[src/rtl/cpu_pkg.sv]
// Shared CPU definitions: instruction word layout, HLT opcode and fetch FSM states.
package cpu_pkg;

    localparam int INSTR_W = 32;
    localparam logic [5:0] OP_HLT = 6'b001011;

    // Instruction field positions: pfix[31:30] opcode[29:24] rs[23:20] rd[19:16] imm[15:0]
    localparam int PFIX_HI = 31;
    localparam int PFIX_LO = 30;
    localparam int OP_HI   = 29;
    localparam int OP_LO   = 24;
    localparam int RS_HI   = 23;
    localparam int RS_LO   = 20;
    localparam int RD_HI   = 19;
    localparam int RD_LO   = 16;
    localparam int IMM_HI  = 15;
    localparam int IMM_LO  = 0;

    typedef enum logic [1:0] {
        IDLE   = 2'd0,
        FETCH  = 2'd1,
        VALID  = 2'd2,
        HALTED = 2'd3
    } fetch_state_t;

endpackage

[src/rtl/fetch_unit.sv]
// Instruction fetch stage: PC, req/ack word reads from instruction memory,
// registered instruction output to the decoder, HLT stop and PC redirects.
module fetch_unit
    import cpu_pkg::*;
#(
    parameter int                ADDR_W   = 16,
    parameter logic [ADDR_W-1:0] RESET_PC = '0
) (
    input  logic               clk,
    input  logic               rst,
    output logic               imem_req,
    output logic [ADDR_W-1:0]  imem_addr,
    input  logic               imem_ack,
    input  logic [INSTR_W-1:0] imem_rdata,
    output logic [INSTR_W-1:0] instr,
    output logic               en,
    input  logic               dec_ready,
    input  logic               halt,
    input  logic               redirect,
    input  logic [ADDR_W-1:0]  redirect_pc,
    output logic [ADDR_W-1:0]  pc,
    output logic               halted
);

    fetch_state_t       r_state;
    logic               r_req;
    logic               r_en;
    logic               r_halted;
    logic [ADDR_W-1:0]  r_fetch_pc;
    logic [ADDR_W-1:0]  r_pc;
    logic [INSTR_W-1:0] r_instr;

    logic [ADDR_W-1:0]  w_redirect_tgt;
    logic [ADDR_W-1:0]  w_pc_inc;
    logic               w_unused;

    assign w_redirect_tgt = {redirect_pc[ADDR_W-1:2], 2'b00};
    assign w_pc_inc       = r_fetch_pc + ADDR_W'(4);
    assign w_unused       = &{1'b0, redirect_pc[1:0]};

    // Redirect beats halt beats ack/ready; a redirect discards any same-cycle ack.
    always_ff @(posedge clk) begin
        if (rst) begin
            r_state    <= IDLE;
            r_req      <= 1'b0;
            r_en       <= 1'b0;
            r_halted   <= 1'b0;
            r_fetch_pc <= RESET_PC;
            r_pc       <= RESET_PC;
            r_instr    <= '0;
        end else begin
            case (r_state)
                IDLE: begin
                    r_state <= FETCH;
                    r_req   <= 1'b1;
                    if (redirect)
                        r_fetch_pc <= w_redirect_tgt;
                end
                FETCH: begin
                    if (redirect) begin
                        r_fetch_pc <= w_redirect_tgt;
                    end else if (imem_ack) begin
                        r_instr    <= imem_rdata;
                        r_pc       <= r_fetch_pc;
                        r_fetch_pc <= w_pc_inc;
                        r_req      <= 1'b0;
                        r_en       <= 1'b1;
                        r_state    <= VALID;
                    end
                end
                VALID: begin
                    if (redirect) begin
                        r_fetch_pc <= w_redirect_tgt;
                        r_en       <= 1'b0;
                        r_req      <= 1'b1;
                        r_state    <= FETCH;
                    end else if (dec_ready) begin
                        r_en <= 1'b0;
                        if (halt) begin
                            r_halted <= 1'b1;
                            r_state  <= HALTED;
                        end else begin
                            r_req   <= 1'b1;
                            r_state <= FETCH;
                        end
                    end
                end
                HALTED: begin
                    r_state <= HALTED;
                end
                default: begin
                    r_state <= IDLE;
                    r_req   <= 1'b0;
                    r_en    <= 1'b0;
                end
            endcase
        end
    end

    assign imem_req  = r_req;
    assign imem_addr = r_fetch_pc;
    assign instr     = r_instr;
    assign en        = r_en;
    assign pc        = r_pc;
    assign halted    = r_halted;

endmodule

[config.mk]
export PLATFORM = sky130hd
export DESIGN_NAME = fetch_unit
export DESIGN_NICKNAME = d
export VERILOG_FILES = /design/src/rtl/cpu_pkg.sv /design/src/rtl/fetch_unit.sv
export SDC_FILE = /design/constraint.sdc
export NUM_CORES = 1
export LEC_CHECK = 0
export CAP_MARGIN = 5
export CORE_ASPECT_RATIO = 0.8
export CORE_UTILIZATION = 38
export DETAILED_ROUTE_END_ITERATION = 6
export PLACE_DENSITY = 0.76
export SLEW_MARGIN = 30
export SYNTH_ARGS = -nofsm -noshare
export SYNTH_HDL_FRONTEND = slang
export SYNTH_SLANG_ARGS = --single-unit
[constraint.sdc]
create_clock -name clk -period 1.7 [get_ports clk]
set_clock_uncertainty 0.2 [all_clocks]
set_input_delay 0.34 -clock clk [delete_from_list [all_inputs] [get_ports clk]]
set_output_delay 0.34 -clock clk [all_outputs]
set_load 0.005 [all_outputs]
# Word level (Yosys, flattened, before mapping)

Index checks and enable logic that the tools add are counted.

Memories kept: 0
Memory bits (writable): 0
Output and inout bits: 67
Input port bits: 54
Logic and storage cells: 50
Register bits after elaboration: 69
Bits in latches: 0
ROM bits: 0

Equal/unequal tests: 9
Reduce and logical (&&, ||, !) cells: 11
Muxes and demuxes: 21
Multipliers: 0
Bitwise gates (word level): 1
Shifts and indexed selects: 0
$lt $le $gt $ge: 0
Div/mod/pow operators: 0
Add/sub/neg operators: 1

Operator list:

| cell                                                            | number |
|---|---|
| 16-bit two-way mux                                              | 3 |
| 16-bit case mux with 2 select lines                             | 1 |
| 16-bit by 3-bit adder with 16-bit output, second input constant | 1 |
| 2-bit two-way mux                                               | 5 |
| 1-bit two-way mux                                               | 9 |
| 3-bit != test, second input constant                            | 3 |
| 3-bit AND reduction                                             | 3 |
| 2-bit case mux with 4 select lines                              | 1 |
| 4-bit AND reduction                                             | 2 |
| 5-bit AND reduction                                             | 1 |
| 2-bit == test, second input constant                            | 2 |
| 2-bit != test, second input constant                            | 2 |
| 2-bit nonzero test                                              | 2 |
| 1-bit case mux with 3 select lines                              | 1 |
| 3-bit nonzero test                                              | 1 |
| 2-bit by 1-bit == test with 1-bit output, second input constant | 1 |
| 2-bit logical NOT                                               | 1 |
| 2-bit by 1-bit != test with 1-bit output, second input constant | 1 |
| 1-bit case mux with 2 select lines                              | 1 |
| 2-bit OR reduction                                              | 1 |
| 1-bit inverter                                                  | 1 |

# Depth between registers and ports, before layout

Gate-level depths: netlist of run 1.

Depth after elaboration: 4
Mapped depth: 6
Depth with buffers taken out: 5

# Least setup slack after synthesis of run 1

No wires, ideal clock.

Path type: register to register
Start point: reg r_fetch_pc[2], in the netlist imem_addr[2]
End point: reg r_fetch_pc[14], in the netlist imem_addr[14]
Required time: 1.421 ns
Period minus slack after synthesis: 1.625 ns
Library setup time: 0.079 ns
Slack: 0.075 ns
Buffers on the path: 0
Cell stages (with the launch flop): 6
Arrival time: 1.346 ns
Path through: dfxtp_1 -> ha_1 -> nand4_1 -> nor3_1 -> or4b_1 -> o211ai_1

Longest elaborated chain between the ends: 4

Ends and longest elaborated chain:

| what                                     | line             | RTL |
|---|---|---|
| from (decl)                              | fetch_unit.sv:29 | `logic [ADDR_W-1:0] r_fetch_pc;` |
| from (signal assigned)                   | fetch_unit.sv:57 | `r_fetch_pc <= w_redirect_tgt;` |
| from (signal assigned)                   | fetch_unit.sv:61 | `r_fetch_pc <= w_redirect_tgt;` |
| from (signal assigned)                   | fetch_unit.sv:65 | `r_fetch_pc <= w_pc_inc;` |
| 16-bit by 3-bit adder with 16-bit output | fetch_unit.sv:38 | `assign w_pc_inc = r_fetch_pc + ADDR_W'(4);` |
| 16-bit two-way mux                       | fetch_unit.sv:62 | `end else if (imem_ack) begin` |
| 16-bit two-way mux                       | fetch_unit.sv:60 | `if (redirect) begin` |
| 16-bit case mux with 2 select lines      | fetch_unit.sv:52 | `case (r_state)` |

Every way passes these cells. The select of a mux whose other input is x is not followed.
A chain may end at the register's enable or synchronous reset.

# Final worst setup path of run 1

Start point: reg r_fetch_pc[2], in the netlist imem_addr[2]
End point: reg r_fetch_pc[12], in the netlist imem_addr[12]

Same word-level chain as after synthesis.

==> summary.md, run 1 <==
| Metric | Value |
|---|---|
| DRT iter0 DRCs | 211 |
| Final Hold Fails | 0 |
| Die area | roughly 7600 um^2 |
| Max clock buf depth | 2 |
| Internal reg-to-reg setup slack | between 0.03 and 0.04 ns |
| Slowest CP cell | or4b_4 |
| Max Cap Viol | 0 |
| Reg2reg path depth | 6 |
| CP bufs+invs | 1 |
| Synth cell types | 42 |
| Syn Area/Cell | 7.74 um^2 |
| Site Rows | 27 |
| IO Pins | 121 |
| Worst-path maximum fanout | 5 |
| Vias per inst | 5.18 |
| Final nets | 565 |
| R2R Path End | imem_addr[12] |
| CP endpoint kind | flop |
| DR WL/cell | approximately 15 um |
| Largest net degree at the start of global routing | 35 |
| Syn Std Cell Area | around 2800 um^2 |
| Critical Path RT | 1.77 ns |
| Inserted Clock Buffers | 9 |
| Crit path max-delay family | simple AND/OR/NAND/NOR gates |
| Warnings, synthesis | 0 |
| Detailed Place HPWL | 5.95 mm |
| Starting density of the core | 39.8% |
| Gpl congestion | 0.936 |
| Hold Crit Class | in -> reg |
| Tot Pwr | 3.73 mW |
| Total wire length | 8.89 mm |
| Number of flops mapped to enable cells by yosys | 0 |
| H-tree depth | 3 |
| Most used DFF post-synth | dfxtp_1 |
| Post-synthesis sequential area ratio | 46.9% |
| Die Y | 78.4 um |
| Hold slack final | between 0.15 and 0.2 ns |
| First-pass GRT wire length | 14.0 mm |
| Pwr/cell area | 805 nW/um^2 |
| Post-Synthesis Cells | 358 |
| Slowest Stage Delay on Critical Path | 0.48 ns |
| Cts hold-fix bufs | 0 |
| Clock Pin Slew Worst Setup and Hold Paths | 0.07 ns |
| FMAX | around 600 MHz |
| TritonCTS clock tree | built |
| FFs w/ async S/R, synth | 0% |
| Root buffer cell | clkbuf_8 |
| Setup CP Type | reg -> reg |
| Core Area | 6960 um^2 |
| Final core occ | between 60% and 70% |
| RSZ-0062 raised after global routing | yes |
| Filler cells | 608 |
| Commonest non-fill, non-tap cell in the layout | nand2_1 |
| Fraction of layout cells with a size suffix above 1 | 22.1% |
| Number of global-route vias before repair | 3,010 |
| Final ANT Viol Nets | 0 |
| Die width | approximately 98 um |
| HP Start | rst |
| Critical Path AT | roughly 1.7 ns |
| P_leak | 2.04 nW |
| TNS Setup | 0 ns |
| Max IR drop VDD | around 0.45 mV |
| Total number of vias | 3,119 |
| Clk_lat worst skew | roughly 0.33 ns |
| Most frequent cells in the layout | 99 x nand2_1, 62 x dlygate4sd2_1, 58 x a21oi_1 |
| Final setup viols | 0 |
| Multi-input logic area | 1410 um^2 |
| Fin crit share | 98.0% |
| Critical Path Source Type | flop |
| Total gr overflow | 0 |
| Synth Register Bits | 65 |
| Layout area overhead | 67.3% |
| Placed cell areas | 4190 um^2 |
| Drc violations | 0 |
| GRT Total Usage | approximately 23% |
| Max Slew Vio Count | 0 |
| R2r startpoint | imem_addr[2] |
| Hold path depth | 2 |
| Port Buf Inserts | 114 |
| Sink Count | between 60 and 70 |
| Antenna Cells | 0 |
| Fin area | about 4600 um^2 |
| Result of the run | complete, no violations |
| Seq. cell area | 1350 um^2 |
| Fin crit period | 1.67 ns |
| Drt pass-1 iters | 5 |
| Critical-path cell list | ha_4 > nand4_1 > buf_4 > nor3_4 > or4b_4 > nand3_2 |
| Initial antenna violation count | 0 |
| Endpoint, Worst Hold | imem_addr[4] |
-- layout make-up --
cell class                      count  area share, %
Timing Repair Buffer              166           33.0
Clock inverter                      6           1.94
Inverter                            5          0.405
Multi-Input combinational cell    263           30.3
Sequential cell                    65           29.0
Tap cell                           87           2.35
Clock buffer                       10           2.97
-- Yosys cell counts, drive strengths merged (2+ instances only) --
cell type	n	area, um^2
a211oi	3	22.5
or2	2	12.5
buf	19	115
nand2	101	382
nor4	3	18.8
or3	3	23.8
nor2	13	48.8
nand3b	2	15.0
and2	4	25.0
o211ai	4	35.0
a311oi	3	26.3
o31a	2	17.5
a21oi	64	324
nor3	7	35.0
inv	5	18.8
nand2b	5	31.3
or4	3	22.5
a2bb2oi	2	17.5
or4b	3	30.0
a31oi	2	12.5
dfxtp	65	1300
o21ai	11	55.1
clkbuf	9	33.8
nand3	10	50.1
nand4	3	18.8
-- state kept, by name, indices dropped and copies added, names as in the netlist --
name / count
imem_req: 1
imem_addr: 14
instr: 32
halted: 1
en: 1
pc: 14
r_state: 2
-- report_power, final --
part	total, mW	internal (mW)	leakage, nW	switching (mW)
Sequential	1.64	1.59	0.542	0.0499
Combinational	0.604	0.339	1.39	0.266
Clock	1.49	0.871	0.113	0.618
-- routing by layer --
metal	routed length [um]	global-route usage [%]
met3	658	6.41
met4	201	8.24
met2	4210	37.7
met5	0	0
met1	3820	28.5
-- cells by family (layout without fill, tap and decap cells) --
logic type	count (synthesis)	after routing	share of synthesized area, %
AND/OR/NAND/NOR	163	163	26.9
AO/OA/AOI/OAI	95	95	19.5
flip-flops	65	65	46.9
buffers and inverters	33	187	6.05
adder cells (fa/ha/maj)	1	1	0.451
other	1	4	0.135
-- metrics by stage --
stage	instances	setup WS, ns
after floorplan	361	0.0754
after global placement	573	-0.380
after detailed placement	573	-0.418
after CTS	598	-0.00247
after global routing	602	-0.0558
final	602	0.0341
-- repair_timing --
action,4_1_cts,5_1_grt
pin swaps,3,5
cloned,0,3
resized for setup,94,21
endpoints found under the setup margin,70,45
endpoints found under the hold margin,0,0
setup buffers,10,2
-- worst register-to-register path: cells and delay by family, from the launching register on --
| kind | cells | cell delay (ns) |
|---|---|---|
| adder cells (fa/ha/maj) | 1 | 0.16 |
| buffers and inverters | 1 | 0.17 |
| flip-flops | 1 | 0.37 |
| AND/OR/NAND/NOR | 4 | 0.72 |
-- how the worst max path moves through the flow --
stage,startpoint,endpoint,slack (ns),depth (start not counted)
after floorplan,imem_addr[2],imem_addr[14],0.08,5
after global placement,redirect,imem_addr[11],-0.38,5
after detailed placement,redirect,imem_addr[14],-0.42,5
after CTS,imem_addr[2],imem_addr[12],-0.002,6
after global routing,imem_addr[8],imem_addr[14],-0.06,6
final,imem_addr[2],imem_addr[12],0.03,6
Note: power is estimated with default switching activity, not from simulation.
==> inputs of run 2 (changes only) <==
--- a/config.mk
+++ b/config.mk
@@ -7,9 +7,10 @@
 export LEC_CHECK = 0
 export CAP_MARGIN = 5
 export CORE_ASPECT_RATIO = 0.8
+export CORE_MARGIN = 1.5
 export CORE_UTILIZATION = 38
 export DETAILED_ROUTE_END_ITERATION = 6
-export PLACE_DENSITY = 0.76
+export PLACE_DENSITY = 0.77
 export SLEW_MARGIN = 30
 export SYNTH_ARGS = -nofsm -noshare
 export SYNTH_HDL_FRONTEND = slang
==> summary.md, run 2 (synthesis gave the netlist of run 1 again) <==
| Metric | Value |
|---|---|
| Final nets | 571 (+1.1%) |
| Port Buf Inserts | 114 (unchanged) |
| Total wire length | 8.73 mm (-1.8%) |
| TritonCTS clock tree | built |
| IO Pins | 121 (unchanged) |
| Final Non-Filler Cells | 608 (+1.0%) |
| Clock Pin Slew Worst Setup and Hold Paths | 0.08 ns (about the same) |
| CP endpoint kind | flop |
| Critical Path AT | 1.74 ns (about the same) |
| Reg2reg path depth | 7 (+1) |
| Result of the run | complete, but fails checks |
| Failing checks | negative setup slack |
| Largest register FFs | 32 (unchanged) |
| Inserted Clock Buffers | 9 (unchanged) |
| DR WL/cell | 14.4 um (-2.7%) |
| Die Y | 79.4 um (+1.3%) |
| Root buffer cell | clkbuf_8 |
| Sink Count | 65 (unchanged) |
| Final Hold Fails | 0 (unchanged) |
| Post-placement cell count | 574 (+0.17%) |
| Fin crit share | 101% (+2.6 points) |
| Largest net degree at the start of global routing | 41 (+17%) |
| R2r startpoint | imem_addr[3] |
| Hold Crit Class | in -> reg |
| Clk_lat worst skew | 0.34 ns (about the same) |
| Drc violations | 0 (unchanged) |
| Drt pass-1 iters | 5 (unchanged) |
| Die width | 98.5 um (+1.0%) |
| Final core occ | 66.9% (+0.25 points) |
| Endpoint, Worst Hold | imem_addr[4] |
| Gpl congestion | 0.882 (-5.8%) |
| H-tree depth | 3 (unchanged) |
| Most frequent cells in the layout | 99 x nand2_1, 65 x dlygate4sd2_1, 63 x a21oi_1 |
| Die area | 7820 um^2 (+2.3%) |
| Total number of vias | 3,101 (-0.58%) |
| Final setup viols | 2 (+2) |
| Fin crit period | 1.71 ns (+0.0440 ns) |
| First-pass GRT wire length | 14.1 mm (+0.84%) |
| DRT iter0 DRCs | 270 (+28%) |
| Vias per inst | 5.10 (-1.6%) |
| Fin area | 4660 um^2 (+0.38%) |
| Layout area overhead | 67.9% |
| P_leak | 2.02 nW (-0.89%) |
| Wire length on met3 | 615 um (-6.5%) |
| Max Used Layer | met4 |
| HP Start | rst |
| Number of global-route vias before repair | 2,909 (-3.4%) |
| RSZ-0062 raised after global routing | yes |
| Max Cap Viol | 0 (unchanged) |
| Hold slack final | 0.187 ns (-0.00118 ns) |
| Hold path depth | 2 (unchanged) |
| Pwr/cell area | 837 nW/um^2 (+4.0%) |
| R2R Path End | imem_addr[8] |
| Final worst setup slack | -0.00989 ns (-0.0440 ns) |
| Fraction of layout cells with a size suffix above 1 | 21.9% (-0.25 points) |
| Core Area | 6960 um^2 (unchanged) |
| Internal reg-to-reg setup slack | -0.01 ns (-0.04 ns) |
| WL met2 | 4.42 mm (+5.0%) |
| Final ANT Viol Nets | 0 (unchanged) |
| Critical Path Source Type | flop |
| Antenna Cells | 0 (unchanged) |
| Starting density of the core | 39.8% (unchanged) |
| Initial antenna violation count | 0 (unchanged) |
| Detailed Place HPWL | 5.98 mm (+0.49%) |
| Met1 wire length | 3.64 mm (-4.8%) |
| Site Rows | 27 (unchanged) |
| Max clock buf depth | 2 (unchanged) |
| Pre-CTS WS | -0.430 ns (-0.0120 ns) |
| Total gr overflow | 0 (unchanged) |
| Placed cell areas | 4240 um^2 (+1.1%) |
| Commonest non-fill, non-tap cell in the layout | nand2_1 |
| Cts hold-fix bufs | 0 (unchanged) |
| Critical Path RT | 1.73 ns (-0.04 ns) |
| Worst-path maximum fanout | 4 (-1) |
| GRT Total Usage | 22.6% (-0.17 points) |
| Setup CP Type | reg -> reg |
| Max Slew Vio Count | 0 (unchanged) |
| FMAX | 585 MHz (-2.6%) |
| Max IR drop VDD | 0.617 mV (+37%) |
[run 2: repair_timing]
action                                  CTS  global route
gates cloned                              1             0
gates resized for setup                 103             6
pin swaps                                 3             6
buffers inserted                         13             4
endpoints found under the hold margin     0             0
endpoints found under the setup margin   88            36
[run 2: power by group]
part	switching (mW)	internal, mW
logic	0.267	0.355
clock network	0.648	0.991
registers	0.0455	1.59
total	0.960	2.94
[run 2: per-layer routing]
| metal | vias to the layer above | global-route usage, % |
|---|---|---|
| met5 | - | 0 |
| met4 | 0 | 6.48 |
| met3 | 4 | 5.95 |
| met2 | 125 | 38.6 |
| met1 | 1431 | 28.3 |
| li1 | 1541 | - |
[run 2: worst max-delay path by stage]
stage	start	end	depth (start not counted)
after global placement	redirect	imem_addr[14]	5
after detailed placement	redirect	imem_addr[11]	5
after CTS	imem_addr[3]	imem_addr[8]	7
after floorplan	imem_addr[2]	imem_addr[14]	5
after global routing	imem_addr[3]	imem_addr[12]	7
final	imem_addr[3]	imem_addr[8]	7
[run 2: final cells by class]
class	instances	area (um^2)
Fill cell	594	2300
Timing Repair Buffer	172	1570
Multi-Input combinational cell	263	1360
Sequential cell	65	1350
Clock inverter	7	128
Clock buffer	9	124
Tap cell	87	109
Inverter	5	18.8
[run 2: worst max-delay path, stage by stage, from the launching register on]
cell	delay, ns
dfxtp_2	0.34
buf_6	0.10
ha_4	0.13
nand4_1	0.14
buf_4	0.20
or3_1	0.33
o21ai_1	0.08
a211oi_1	0.07
[run 2: per-stage QoR]
| stage | setup TNS, ns | power (mW) |
|---|---|---|
| after floorplan | 0 | 1.89 |
| after global placement | -19.53 | 2.26 |
| after detailed placement | -21.59 | 2.27 |
| after CTS | 0 | 3.91 |
| after global routing | -0.246 | 4.06 |
| final | -0.0118 | 3.90 |
